==> config.mk <==
export PLATFORM = sky130hd
export DESIGN_NAME = coax_tx
export DESIGN_NICKNAME = d
export VERILOG_FILES = /design/src/rtl/coax_tx.sv
export SDC_FILE = /design/constraint.sdc
export NUM_CORES = 1
export LEC_CHECK = 0
export ABC_CLOCK_PERIOD_IN_PS = 4400
export BUFFER_PORTS_ARGS = -buffer_cell sky130_fd_sc_hd__clkbuf_2
export CAP_MARGIN = 20
export CELL_PAD_IN_SITES_DETAIL_PLACEMENT = 0
export CELL_PAD_IN_SITES_GLOBAL_PLACEMENT = 1
export CORE_MARGIN = 2
export CORE_UTILIZATION = 30
export CTS_CLUSTER_SIZE = 10
export DETAILED_ROUTE_END_ITERATION = 8
export MAX_ROUTING_LAYER = met4
export PLACE_DENSITY = 0.59
export SYNTH_ARGS = -nofsm -noshare
export SYNTH_HDL_FRONTEND = slang
export SYNTH_SLANG_ARGS = --single-unit
==> constraint.sdc <==
create_clock -name clk -period 4.4 [get_ports clk]
set_clock_uncertainty 0.05 [all_clocks]
set_input_delay 0.44 -clock clk [delete_from_list [all_inputs] [get_ports clk]]
set_output_delay 0.44 -clock clk [all_outputs]
set_load 0.005 [all_outputs]
==> src/rtl/coax_tx.sv <==
// coax_tx: Manchester bit serializer for coax frames.
// Takes 10-bit words over a ready/strobe handshake. Each frame is five
// quiesce cells, a code violation, then one or more 12-cell words
// (sync, ten data bits MSB first, even parity), a '0' end cell and a
// one-cell high hold. A word accepted during the PARITY cell is chained
// into the same frame with no gap.
// All outputs are registered from next-state values, so tx has no
// glitches and the first quiesce half-cell appears on the cycle after
// the word is accepted.

module coax_tx #(
  parameter int CLOCKS_PER_BIT = 8
) (
  input  logic       clk,
  input  logic       reset,
  input  logic [9:0] data,
  input  logic       strobe,
  output logic       ready,
  output logic       active,
  output logic       tx
);

  localparam int HALF_CELL = CLOCKS_PER_BIT / 2;
  localparam int CV_HALF   = 3 * CLOCKS_PER_BIT / 2;
  localparam int CNT_W     = $clog2(CV_HALF + 1);

  localparam logic [CNT_W-1:0] CELL_LAST = CNT_W'(CLOCKS_PER_BIT - 1);
  localparam logic [CNT_W-1:0] CV_LAST   = CNT_W'(CV_HALF - 1);
  localparam logic [CNT_W-1:0] HALF_MARK = CNT_W'(HALF_CELL);
  localparam logic [CNT_W-1:0] CNT_ONE   = CNT_W'(1);

  localparam logic [3:0] QUIESCE_LAST = 4'd4;
  localparam logic [3:0] DATA_LAST    = 4'd9;

  localparam logic [2:0] S_IDLE      = 3'd0;
  localparam logic [2:0] S_QUIESCE   = 3'd1;
  localparam logic [2:0] S_CODE_VIOL = 3'd2;
  localparam logic [2:0] S_SYNC      = 3'd3;
  localparam logic [2:0] S_DATA      = 3'd4;
  localparam logic [2:0] S_PARITY    = 3'd5;
  localparam logic [2:0] S_END_SYNC  = 3'd6;
  localparam logic [2:0] S_END_HOLD  = 3'd7;

  logic [2:0]       state_q,     state_d;
  logic [CNT_W-1:0] cellCnt_q,   cellCnt_d;
  logic [3:0]       bitCnt_q,    bitCnt_d;
  logic [9:0]       hold_q,      hold_d;
  logic             holdValid_q, holdValid_d;
  logic [9:0]       shift_q,     shift_d;
  logic             parity_q,    parity_d;
  logic             ready_q,     ready_d;
  logic             active_q,    active_d;
  logic             tx_q,        tx_d;

  logic       accept;
  logic       cellEnd;
  logic       cvEnd;
  logic [9:0] nextWord;

  // Line level for a given state position: Manchester cells drive the
  // inverted bit in the first half and the true bit in the second half;
  // the code violation and end hold are flat levels.
  function automatic logic lineLevel(
    input logic [2:0]       st,
    input logic [CNT_W-1:0] cnt,
    input logic [3:0]       bits,
    input logic             msb,
    input logic             par
  );
    logic cellBit;
    logic manch;
    logic level;
    cellBit = 1'b0;
    manch   = 1'b1;
    level   = 1'b0;
    case (st)
      S_IDLE:      manch = 1'b0;
      S_QUIESCE:   cellBit = 1'b1;
      S_CODE_VIOL: begin
        manch = 1'b0;
        level = bits[0];
      end
      S_SYNC:      cellBit = 1'b1;
      S_DATA:      cellBit = msb;
      S_PARITY:    cellBit = par;
      S_END_SYNC:  cellBit = 1'b0;
      S_END_HOLD:  begin
        manch = 1'b0;
        level = 1'b1;
      end
      default:     manch = 1'b0;
    endcase
    if (manch) begin
      level = (cnt < HALF_MARK) ? ~cellBit : cellBit;
    end
    return level;
  endfunction

  assign accept   = strobe && ready_q;
  assign cellEnd  = (cellCnt_q == CELL_LAST);
  assign cvEnd    = (cellCnt_q == CV_LAST);
  assign nextWord = holdValid_q ? hold_q : data;

  // Frame sequencing: cell/half-cell timing, word holding and chaining.
  always_comb begin
    state_d     = state_q;
    cellCnt_d   = cellCnt_q + CNT_ONE;
    bitCnt_d    = bitCnt_q;
    hold_d      = hold_q;
    holdValid_d = holdValid_q;
    shift_d     = shift_q;
    parity_d    = parity_q;

    case (state_q)
      S_IDLE: begin
        cellCnt_d = '0;
        bitCnt_d  = '0;
        if (accept) begin
          hold_d      = data;
          holdValid_d = 1'b1;
          state_d     = S_QUIESCE;
        end
      end

      S_QUIESCE: begin
        if (cellEnd) begin
          cellCnt_d = '0;
          if (bitCnt_q == QUIESCE_LAST) begin
            bitCnt_d = '0;
            state_d  = S_CODE_VIOL;
          end else begin
            bitCnt_d = bitCnt_q + 4'd1;
          end
        end
      end

      S_CODE_VIOL: begin
        if (cvEnd) begin
          cellCnt_d = '0;
          if (bitCnt_q[0]) begin
            bitCnt_d    = '0;
            state_d     = S_SYNC;
            shift_d     = hold_q;
            parity_d    = ~(^hold_q);
            holdValid_d = 1'b0;
          end else begin
            bitCnt_d = 4'd1;
          end
        end
      end

      S_SYNC: begin
        if (cellEnd) begin
          cellCnt_d = '0;
          bitCnt_d  = '0;
          state_d   = S_DATA;
        end
      end

      S_DATA: begin
        if (cellEnd) begin
          cellCnt_d = '0;
          shift_d   = {shift_q[8:0], 1'b0};
          if (bitCnt_q == DATA_LAST) begin
            bitCnt_d = '0;
            state_d  = S_PARITY;
          end else begin
            bitCnt_d = bitCnt_q + 4'd1;
          end
        end
      end

      S_PARITY: begin
        if (accept) begin
          hold_d      = data;
          holdValid_d = 1'b1;
        end
        if (cellEnd) begin
          cellCnt_d = '0;
          bitCnt_d  = '0;
          if (holdValid_q || accept) begin
            state_d     = S_SYNC;
            shift_d     = nextWord;
            parity_d    = ~(^nextWord);
            holdValid_d = 1'b0;
          end else begin
            state_d = S_END_SYNC;
          end
        end
      end

      S_END_SYNC: begin
        if (cellEnd) begin
          cellCnt_d = '0;
          state_d   = S_END_HOLD;
        end
      end

      S_END_HOLD: begin
        if (cellEnd) begin
          cellCnt_d = '0;
          state_d   = S_IDLE;
        end
      end

      default: begin
        state_d     = S_IDLE;
        cellCnt_d   = '0;
        bitCnt_d    = '0;
        holdValid_d = 1'b0;
      end
    endcase
  end

  // Output values for the coming cycle, derived from the next state.
  always_comb begin
    tx_d     = lineLevel(state_d, cellCnt_d, bitCnt_d, shift_d[9], parity_d);
    active_d = (state_d != S_IDLE);
    ready_d  = (state_d == S_IDLE) || ((state_d == S_PARITY) && !holdValid_d);
  end

  // State and output registers; reset aborts any frame on the spot.
  always_ff @(posedge clk) begin
    if (!reset) begin
      state_q     <= S_IDLE;
      cellCnt_q   <= '0;
      bitCnt_q    <= '0;
      hold_q      <= '0;
      holdValid_q <= 1'b0;
      shift_q     <= '0;
      parity_q    <= 1'b0;
      ready_q     <= 1'b1;
      active_q    <= 1'b0;
      tx_q        <= 1'b0;
    end else begin
      state_q     <= state_d;
      cellCnt_q   <= cellCnt_d;
      bitCnt_q    <= bitCnt_d;
      hold_q      <= hold_d;
      holdValid_q <= holdValid_d;
      shift_q     <= shift_d;
      parity_q    <= parity_d;
      ready_q     <= ready_d;
      active_q    <= active_d;
      tx_q        <= tx_d;
    end
  end

  assign ready  = ready_q;
  assign active = active_q;
  assign tx     = tx_q;

endmodule

=== Word level (Yosys, flattened, before mapping) ===
Index checks and enable logic that the tools add are counted.

* Register bits after elaboration: 36
* Output and inout port bits: 3
* Input port bits: 13

* Muxes and demuxes: 46
* Reduce and logical (&&, ||, !) cells: 20
* Bitwise operators: 3
* $lt $le $gt $ge: 1
* Equal/unequal tests: 24
* $add $sub $neg: 2

{| class="wikitable"
|+ Operators with widths
! kind !! number
|-
| $mux W10 || 6
|-
| $mux W3 || 12
|-
| $mux W4 || 8
|-
| $pmux W10 S3 || 1
|-
| $pmux W3 S8 || 1
|-
| $eq A3 B3 Y1 const B || 7
|-
| $pmux W4 S5 || 1
|-
| $reduce_xor A10 Y1 || 2
|-
| $eq A3 B2 Y1 const B || 4
|-
| $mux W1 || 12
|-
| $ne A2 B2 Y1 const B || 6
|-
| $pmux W4 S3 || 1
|-
| $add A4 B1 Y4 const B || 2
|-
| $eq A4 B3 Y1 const B || 2
|-
| $eq A4 B4 Y1 const B || 2
|-
| $eq A3 B1 Y1 const B || 2
|-
| $logic_not A3 Y1 || 2
|-
| $pmux W1 S3 || 2
|-
| $reduce_and A6 Y1 || 1
|-
| $reduce_bool A3 Y1 || 2
|-
| $reduce_or A2 Y1 || 3
|-
| $reduce_or A6 Y1 || 1
|-
| $reduce_and A5 Y1 || 1
|-
| $reduce_bool A5 Y1 || 1
|-
| 9 further kinds || 14
|}

=== Logic depth before layout (Yosys ltp) ===
* Depth in word-level cells: 11
* Mapped depth: 10

=== Least setup slack after synthesis ===
No wires, ideal clock.

* Path kind: register -> register
* Start: register cellCnt_q[0]
* End: register tx_q, in the netlist tx
* Required time: 4271 ps
* Arrival time: 2070 ps
* Period minus slack after synthesis: 2199 ps
* Stages on the path, launching flop included: 10
* Setup time: 79 ps
* Setup slack: 2201 ps
* Cell sequence: dfxtp_1 > ha_1 > buf_4 > and3b_4 > mux2_4 > a211oi_2 > nand2_1 > a2111oi_0 > o31ai_1 > o211ai_1

* Cells in the longest elaborated chain, start to end: 9

{| class="wikitable"
|+ RTL lines
! item !! line !! text
|-
| from (decl) || 45 || <nowiki>logic [CNT_W-1:0] cellCnt_q, cellCnt_d;</nowiki>
|-
| from (signal assigned) || 237 || <nowiki>cellCnt_q <= cellCnt_d;</nowiki>
|-
| parallel branches: the longest is 8 deep, another holds $add A4 B1 Y4 || n/a ||
|-
| $mux W1 (*) || 93 || <nowiki>if (manch) begin</nowiki>
|-
| to (signal assigned) || 245 || <nowiki>tx_q <= tx_d;</nowiki>
|-
| to (decl) || 53 || <nowiki>logic tx_q, tx_d;</nowiki>
|}

Mark *: on every way between the ends. The select of a mux whose other input is x is not followed.
A chain may end at the register's enable or synchronous reset.

=== Final worst setup path ===
Same ends and word-level chain as after synthesis.

==> results by group <==
Power
  – Psw: 0.000187 W
  – Comb pwr share: 0.138
  – Overall Power: 0.000681 W
  – Peak supply drop: 0.114 mV
  – Leak: 0.882 nW
  – Clock network fraction of total power: 0.350
  – Pint: 0.000494 W
  – Sequential share of power: 0.512
  – Power Density: 302 nW/µm²
  – Sw Ratio: 0.274

Logic synthesis
  – Post-synth EDFFs: 0
  – Top_reg_cell synth: dfxtp_1
  – Post-synth top area share: 0.351
  – Register area share after synthesis: 0.351
  – Register bit total from synthesis: 36
  – Leading area contributor after synthesis: dfxtp_1
  – Synth Net Count: 245
  – Count of different cell masters after synthesis: 55
  – Synth area leaders: dfxtp_1 35%, xnor2_1 5.5%, nor2_1 4.9%, mux2i_1 4.9%, a21oi_1 4.4%
  – Cells after Synth: 228
  – Synthesis Warnings: 0
  – Synth Cell Area: 2050 µm²
  – Syn avg cell area: 9.01 µm²
  – Async SR Flop Fraction: 0

Floorplanning
  – Die area: 7530 µm²
  – DIE HEIGHT: 86.8 µm
  – Initial core utilization: 0.306
  – Core box area: 6720 µm²
  – Die Wd: 86.8 µm
  – I/O Pins: 16
  – Row count: 30

Global routing
  – Number of global-route vias before repair: 1662
  – Pin count of the biggest net entering global routing: 29
  – First-pass GRT wire length: 8.29 mm
  – Total grt overflow: 0
  – GR Util All Layers: 0.146
  – Initial antenna violation count: 0

STA
  – Unrepaired setup endpoints after global routing: no
  – Max transition margin: 0.319
  – Final critical-path required period: 2.67 ns
  – Worst hold slack: 0.380 ns
  – Final worst-path cycle share: 0.607
  – Max Slew Vio Count: 0
  – # setup viols final: 0
  – Worst-Margin Slew: 1.01 ns
  – Max frequency: 374 MHz
  – Final setup TNS: 0 ns
  – Final hold violation count: 0

CTS
  – Hold_buf cts: 0
  – Clock transition at path regs: 0.08 ns
  – Root Driver: clkbuf_8
  – Clock Latency Late Sink: 0.29 ns
  – CTS tree: yes
  – Total CTS buffers: 5
  – Post_cts resized: 0
  – Post-CTS Setup Bufs: 0
  – Clock Tree Buf Depth: 2
  – CTS sink cnt: 36
  – H-tree Lvls: 2

Layout
  – Fill cells: 703
  – Final instance area: 2250 µm²
  – N_diodes: 0
  – Layout net count: 255
  – Fin cells: 319
  – Share of layout cells above drive strength 1: 0.146
  – Synth-to-layout area growth: 9.56%

Placed design
  – Post-Place Cells: 311
  – Post-Place Cell Area: 2160 µm²
  – Input/output buffers: 15
  – DP HPWL: 3.56 mm
  – Gpl congestion: 0.795

Routing
  – Routed Antenna Nets: 0
  – Drt wl/cell: 15.5 µm
  – Vias per inst: 5.42
  – Detailed-route DRC error count: 0
  – Total Routed Length: 4.94 mm
  – DRT Pass-1 Iters: 4
  – DR vias: 1728
  – Iteration-0 DRC Markers: 143

Hold path
  – HP Class: primary input to flop

Setup path
  – Worst setup EP type: flop
  – CP bufs+invs: 0
  – CP max stage cell: a2111oi_0
  – Element type at the critical path start: flop
  – Largest delay share family, worst path: compound AO/OA/AOI/OAI gates
  – WP data arrival: 2.84 ns
  – Worst EP required: 4.57 ns
  – Largest stage delay, worst path: 0.48 ns
  – Crit-path max FO: 10
  – CP cell instances: ha_1, and3b_4, mux2_4, a211oi_2, nand2_1, a2111oi_0, o31ai_1, o211ai_1
  – WS Path Type: flop to flop

Job
  – MaxCap Viol Count: 0

Status
  – Status: complete, no violations
-- cell type report --
cell class / instances / area [µm²] / share of cell area
inverter: 4 / 15.0 / 0.00667
tap: 80 / 100 / 0.0445
timing repair buffer: 15 / 75.1 / 0.0334
multi-input combinational: 176 / 1250 / 0.556
sequential: 36 / 721 / 0.320
clock buffer: 5 / 68.8 / 0.0306
clock inverter: 3 / 18.8 / 0.00834
-- logic make-up after synthesis --
kind of cell,Yosys count,share of synthesized area
compound gates,62,0.216
fa+ha+maj,4,0.0244
xor+xnor,18,0.0901
simple gates,81,0.220
mux,11,0.0560
flops,36,0.351
buf+inv,16,0.0426
-- worst reg2reg max path, delay by kind of cell, from the launching register on --
family                   cells  cell delay (ns)
flip-flops                   1             0.37
AO/OA/AOI/OAI                4             1.01
multiplexers                 1             0.31
adder cells (fa/ha/maj)      1             0.41
AND/OR/NAND/NOR              2             0.46
-- per-layer routing --
metal | up-vias | global-route usage | wire length (µm)
met5 | - | - | 0
li1 | 866 | - | -
met2 | 33 | 0.237 | 2430
met4 | 0 | 0.0469 | 74
met1 | 824 | 0.182 | 2250
met3 | 5 | 0.0295 | 180
-- cells in the mapped netlist (8+ instances only) --
| cell | number |
|---|---|
| dfxtp_1 | 36 |
| nor2_1 | 27 |
| a21oi_1 | 18 |
| nand2_1 | 15 |
| xnor2_1 | 13 |
| mux2i_1 | 10 |
| a222oi_1 | 9 |
| nand3_1 | 8 |
| o21ai_0 | 8 |
-- layout by cell type, fill, tap and decap left out, types with 3 or more instances in the layout --
master	n
a222oi_1	9
ha_1	4
o31ai_1	3
xor2_1	3
mux2i_1	10
nand3b_1	4
a21o_1	3
clkbuf_2	15
and2_1	4
o21ai_0	8
inv_1	3
xnor2_1	13
dfxtp_1	36
nand2b_1	4
clkbuf_8	5
a21oi_1	18
nand2_1	15
nor2_1	27
nand3_1	8
-- registers in the layout, indices dropped and copies added, names as in the netlist --
name / flops
hold_q: 10
shift_q: 10
bitCnt_q: 4
cellCnt_q: 4
state_q: 3
active: 1
holdValid_q: 1
parity_q: 1
ready: 1
tx: 1
-- per-stage QoR --
step	worst slack, ns	util
after floorplan	2.20	-
after global placement	1.82	0.322
after detailed placement	1.76	0.322
after CTS	1.73	0.335
after global routing	1.48	0.335
final	1.73	0.335
-- power groups by stage --
stage                     registers, W  logic (W)  clock network (W)
final                         0.000348  0.0000939           0.000238
after global routing          0.000350   0.000104           0.000261
after CTS                     0.000348  0.0000956           0.000249
after detailed placement      0.000356  0.0000953                  0
after global placement        0.000356  0.0000955                  0
after floorplan               0.000352  0.0000717                  0
-- worst paths after layout --
check	start	end	slack (ns)	cells after the start
max	cellCnt_q[0]	tx	1.73	8
min reg2reg	cellCnt_q[0]	cellCnt_q[0]	0.42	1
min	data[0]	hold_q[0]	0.38	3
max reg2reg	cellCnt_q[0]	tx	1.73	8
No activity file was read; power rests on OpenSTA's default activity.
